==> config.mk <==
export PLATFORM = sky130hd
export DESIGN_NAME = dcache_ctrl
export DESIGN_NICKNAME = d
export VERILOG_FILES = /design/src/rtl/dcache_ctrl.sv
export SDC_FILE = /design/constraint.sdc
export NUM_CORES = 2
export LEC_CHECK = 0
export ABC_AREA = 1
export CAP_MARGIN = 20
export CELL_PAD_IN_SITES_DETAIL_PLACEMENT = 0
export CELL_PAD_IN_SITES_GLOBAL_PLACEMENT = 1
export CORE_UTILIZATION = 57
export CTS_BUF_LIST = sky130_fd_sc_hd__clkbuf_16
export CTS_CLUSTER_DIAMETER = 200
export CTS_CLUSTER_SIZE = 14
export DETAILED_ROUTE_END_ITERATION = 7
export DONT_BUFFER_PORTS = 1
export PLACE_DENSITY_LB_ADDON = 0.1
export SYNTH_ARGS = -nofsm -noshare
export SYNTH_HDL_FRONTEND = slang
export SYNTH_SLANG_ARGS = --single-unit
==> constraint.sdc <==
create_clock -name clk -period 10.4 [get_ports clk]
set_input_delay 0.52 -clock clk [delete_from_list [all_inputs] [get_ports clk]]
set_output_delay 0.52 -clock clk [all_outputs]
set_load 0.05 [all_outputs]
==> src/rtl/dcache_ctrl.sv <==
// dcache_ctrl: direct-mapped, write-back, write-allocate D-cache
// controller for the MEM stage, one word per line.
module dcache_ctrl #(
  parameter int ADDR_W     = 22,
  parameter int DATA_W     = 32,
  parameter int INDEX_BITS = 6
) (
  input  logic              clk,
  input  logic              rst_n,
  input  logic              re,
  input  logic              we,
  input  logic [ADDR_W-1:0] addr,
  input  logic [DATA_W-1:0] wdata,
  output logic [DATA_W-1:0] rdata,
  output logic              cache_hit,
  output logic              stall,
  output logic              mem_re,
  output logic              mem_we,
  output logic [ADDR_W-1:0] mem_addr,
  output logic [DATA_W-1:0] mem_wdata,
  input  logic [DATA_W-1:0] mem_rdata,
  input  logic              mem_rdy,
  output logic [15:0]       miss_cnt
);

  localparam int TAG_W = ADDR_W - INDEX_BITS;
  localparam int LINES = 1 << INDEX_BITS;

  typedef enum logic [1:0] {
    IDLE,
    WRITEBACK,
    FILL
  } state_e;

  state_e state_q, state_d;

  logic [DATA_W-1:0] data_q [LINES];
  logic [TAG_W-1:0]  tag_q  [LINES];
  logic [LINES-1:0]  valid_q, valid_d;
  logic [LINES-1:0]  dirty_q, dirty_d;
  logic [15:0]       miss_cnt_q, miss_cnt_d;
  logic [DATA_W-1:0] rdata_q, rdata_d;

  logic [INDEX_BITS-1:0] idx;
  logic [TAG_W-1:0]      tag;
  logic                  req;
  logic                  hit;
  logic                  data_we;
  logic [DATA_W-1:0]     data_wv;
  logic                  tag_we;

  assign idx = addr[INDEX_BITS-1:0];
  assign tag = addr[ADDR_W-1:INDEX_BITS];
  // Gated by rst_n so every output reads zero while reset is held.
  assign req = (re | we) & rst_n;
  assign hit = valid_q[idx] & (tag_q[idx] == tag);

  always_comb begin
    state_d    = state_q;
    valid_d    = valid_q;
    dirty_d    = dirty_q;
    miss_cnt_d = miss_cnt_q;
    rdata_d    = rdata_q;
    data_we    = 1'b0;
    data_wv    = wdata;
    tag_we     = 1'b0;
    cache_hit  = 1'b0;
    stall      = 1'b0;
    mem_re     = 1'b0;
    mem_we     = 1'b0;
    mem_addr   = '0;
    mem_wdata  = '0;
    unique case (state_q)
      IDLE: begin
        if (req && hit) begin
          cache_hit = 1'b1;
          if (we) begin
            data_we      = 1'b1;
            dirty_d[idx] = 1'b1;
          end else begin
            rdata_d = data_q[idx];
          end
        end else if (req) begin
          stall = 1'b1;
          if (miss_cnt_q != 16'hFFFF)
            miss_cnt_d = miss_cnt_q + 16'd1;
          if (valid_q[idx] && dirty_q[idx])
            state_d = WRITEBACK;
          else
            state_d = FILL;
        end
      end
      WRITEBACK: begin
        stall     = 1'b1;
        mem_we    = 1'b1;
        mem_addr  = {tag_q[idx], idx};
        mem_wdata = data_q[idx];
        if (mem_rdy) begin
          dirty_d[idx] = 1'b0;
          state_d      = FILL;
        end
      end
      FILL: begin
        stall    = 1'b1;
        mem_re   = 1'b1;
        mem_addr = addr;
        if (mem_rdy) begin
          data_we      = 1'b1;
          data_wv      = mem_rdata;
          tag_we       = 1'b1;
          valid_d[idx] = 1'b1;
          dirty_d[idx] = 1'b0;
          state_d      = IDLE;
        end
      end
      default: state_d = IDLE;
    endcase
  end

  assign rdata    = rdata_d;
  assign miss_cnt = miss_cnt_q;

  always_ff @(posedge clk or negedge rst_n) begin
    if (!rst_n) begin
      state_q    <= IDLE;
      valid_q    <= '0;
      dirty_q    <= '0;
      miss_cnt_q <= '0;
      rdata_q    <= '0;
    end else begin
      state_q    <= state_d;
      valid_q    <= valid_d;
      dirty_q    <= dirty_d;
      miss_cnt_q <= miss_cnt_d;
      rdata_q    <= rdata_d;
    end
  end

  // Line storage needs no reset; valid bits qualify it.
  always_ff @(posedge clk) begin
    if (data_we)
      data_q[idx] <= data_wv;
    if (tag_we)
      tag_q[idx] <= tag;
  end

endmodule
==> metrics.md <==
| Metric | Value |
|---|---|
| Height of the die | about 480 um |
| Status | complete, but fails checks |
| Met3 wire len | 36000 um |
| Most frequent cell after synthesis | edfxtp_1 |
| Max Transition Viols Final | ~400 |
| Number of global-route vias before repair | about 76k |
| Synth Flop Type | edfxtp_1 |
| Largest fanout on the critical path | about 660 |
| Area contributors post-synth | edfxtp_1 72%, nand2_1 8.3%, dfrtp_1 3.5% |
| Post-layout min period | ~7.6 ns |
| Metal-1 WL | between 100000 and 150000 um |
| Register area | approximately 97000 sq um |
| Multi-input logic area | approximately 28000 sq um |
| Share of cells above drive strength 1 | between 8 and 9% |
| GR Util All Layers | ~34% |
| WP data required | 9.88 ns |
| CP Class | input pin to primary output |
| Seq/Total Area, Yosys | approximately three quarters |
| Post-Syn Area | between 100000 and 150000 sq um |
| Final Skew | 0.06541 ns |
| Iteration-0 DRC Markers | between 9k and 10k |
| Sequential share of power | around 56% |
| Syn_area_per_cell | between 10 and 15 sq um |
| Initial antenna violation count | 15 |
| Switching pwr | approximately 0.0066 W |
| GP Congestion | a little under 0.9 |
| Total of max-cap violations | 0 |
| Routed vias | ~80k |
| Worst Path Arrival | about 7.1 ns |
| Final wirelength | 384400 um |
| Met2 wire length | between 150000 and 200000 um |
| CP endpoint kind | primary output |
| Synth Register Bits | about 3.3k |
| Setup_tns | 0 ns |
| Combinational power share | a little under a tenth |
| Vias per cell | roughly 6.3 |
| Total CTS buffers | between 200 and 300 |
| TritonRoute pass-1 iters | 6 |
| EDFF count, synth | just over 3k |
| Antenna viol nets, final | 0 |
| Max layer used | met5 |
| Startpoint types | input pin |
| RSZ-0062 raised after global routing | no |
| Failing checks | slew limit |
| Tot Pwr | 0.02699 W |
| Period utilization | around 73% |
| Core area | between 200000 and 250000 sq um |
| Starting density of the core | 57.38% |
| Syn nets | ~10k |
| Final setup viols | 0 |
| Synthesized instance count | 9685 |
| Die area | 225900 sq um |
| Sw Ratio | between 20% and 30% |
| Crit path buffers/inverters | 4 |
| DP HPWL | 212300 um |
| CTS tree | done |
| Int Pwr | ~0.020 W |
| WL/cell | a little over 30 um |
| Clk pwr share | 34.9% |
| Most frequent cells after synthesis | 3072 x edfxtp_1, 2817 x nand2_1, 469 x nor2_1 |
| GR Overflow Total | 0 |
| Syn. warnings | 0 |
| CP max stage cell | nor4_1 |
| # fillers | 16.90k |
| Clock transition at path regs | around 0.060 ns |
| P per Cell Area | between 150 and 200 nW/um^2 |
| CTS max path bufs | 4 |
| P&R area growth vs syn | 9.687% |
| Largest net degree at the start of global routing | between 600 and 700 |
| CTS sink count | 3250 |
| Num ports | slightly below 200 |
| Synth unique cells | 48 |
| Max-slew headroom | -73.03% |
| CTS Root Buffer Type | clkbuf_16 |
| Synth area leader | edfxtp_1 |
| Clk_lat worst skew | around 0.94 ns |
| Nets@finish | slightly below 10k |
| First-pass GRT wire length | 547700 um |
| Final hold vios | 0 |
| Type of the tightest min-delay check | input pin to asynchronous set/reset pin |
| Port bufs | 0 |
| VDD IR max | about 0.24 mV |
| Static leakage | 49.33 nW |
| Post-cts resize count | 0 |
| CTS H-tree lvls | 5 |
| CP cell instances | nand2_2 > buf_4 > inv_8 > buf_4 > buf_4 > nand2_1 > nand2_1 > a221oi_1 > nand3_1 > nand2_1 > nand4_1 > nor4_1 > o21ai_1 |
| Critical path's top delay family | simple AND/OR/NAND/NOR gates |
| Largest stage delay, worst path | between 1 and 1.5 ns |
| Top cell type's share of synthesized area | between 70 and 80% |
| Ys async rst share | roughly 5.5% |
| Worst slew pin tran | between 2 and 3 ns |
| DRC | 0 |
| Peak Freq | around 130 MHz |
| # rows | approximately 170 |
| Die Wd | roughly 480 um |
==> cell usage in the layout, fill, tap and decap left out, types with 8 or more instances in the layout <==
cell type,netlist,layout
buf_4,24,219
o2bb2ai_1,11,11
nand2_2,7,9
a22o_1,164,164
nor3_2,0,14
nand4_1,418,418
edfxtp_1,3072,3072
o211ai_1,38,38
or2_1,21,21
o21ai_1,64,64
a221oi_1,229,229
dlygate4sd3_1,0,18
clkbuf_16,0,293
nor3_1,27,13
or2_2,72,72
a21oi_1,131,126
nand2_1,2817,2814
mux2_2,32,25
o21ai_0,240,240
a22oi_1,330,330
nor2_2,5,40
nor2_4,1,18
dfrtp_1,178,178
inv_1,465,521
nor2_1,469,417
nand3b_1,15,15
nand3_1,198,198
buf_12,0,14
a21oi_4,0,65
buf_16,0,18
diode_2,0,17
xnor2_1,8,8
a31oi_1,12,12
==> layer usage <==
layer	vias up	GRT usage (%)
met3	776	5.572
met4	10	15.44
met2	4359	53.68
li1	34850	-
met5	-	0
met1	40240	46.71
==> kinds of logic (layout without fill, tap and decap cells) <==
kind of cell | count (synthesis) | after routing | share of synthesized area (%)
DFF | 3250 | 3250 | 75.73
xor gates and xnor gates | 14 | 14 | 0.09603
AOI/OAI and AO/OA | 1293 | 1293 | 7.200
and+or+nand+nor | 4062 | 4062 | 13.28
buffers and inverters | 1029 | 1102 | 3.359
muxes | 32 | 32 | 0.2822
other | 0 | 17 | 0
adders and majority gates | 5 | 5 | 0.04899
==> final cells by class <==
type	count	area share (%)
inverter	479	1.322
clock buffer	293	5.235
multi-input combinational	5406	19.67
timing repair buffer	271	1.872
tap	2975	2.658
antenna	17	0.03037
clock inverter	59	0.1706
sequential	3250	69.05
==> state kept, by name, indices dropped and copies added (netlist names), named ones only <==
signal	cells
data_q	2048
miss_cnt	16
rdata_q	32
tag_q	1024
state_q	2
valid_q	64
==> power by group through the flow <==
stage | clock (W) | combinational, W | sequential [W]
after CTS | 0.00949 | 0.00253 | 0.0150
after floorplan | 0 | 0.00147 | 0.0153
after detailed placement | 0 | 0.00241 | 0.0153
after global routing | 0.00991 | 0.00269 | 0.0150
after global placement | 0 | 0.00236 | 0.0153
final | 0.00941 | 0.00256 | 0.0150
==> repair_timing <==
| action | CTS | global route |
|---|---|---|
| endpoints found under the hold margin | 1204 | 0 |
| hold buffers | 35 | 0 |
| setup endpoints to repair | 0 | 0 |
| buffers inserted | 0 | 0 |
==> per-stage QoR <==
stage	cell area (sq um)	utilization, %	setup WS [ns]	hold slack [ns]	cells
after global routing	140000	62.94	3.375	0.2836	12750
after detailed placement	131800	59.22	3.632	0.2278	12350
after global placement	131700	59.17	3.656	0.2283	12340
after CTS	140000	62.91	3.815	0.3015	12730
after floorplan	127700	-	5.970	0.2244	9685
final	140100	62.94	2.771	0.1468	12750
==> worst paths after layout <==
check	endpoint	depth (start not counted)	slack, ns	from
max in group asynchronous	asynchronous set/reset pin	2	9.00	rst_n
max reg2reg	data_q[23][0]$_DFFE_PP_	17	4.86	tag_q[24][10]$_DFFE_PP_
max	rdata[3]	13	2.77	addr[0]
min reg2reg	valid_q[8]$_DFFE_PN0P_	2	0.45	valid_q[8]$_DFFE_PN0P_
min	rdata_q[31]$_DFF_PN0_	2	0.15	rst_n
min in group clk	valid_q[58]$_DFFE_PN0P_	2	0.37	mem_rdy
(Power assumes the default switching activity.)
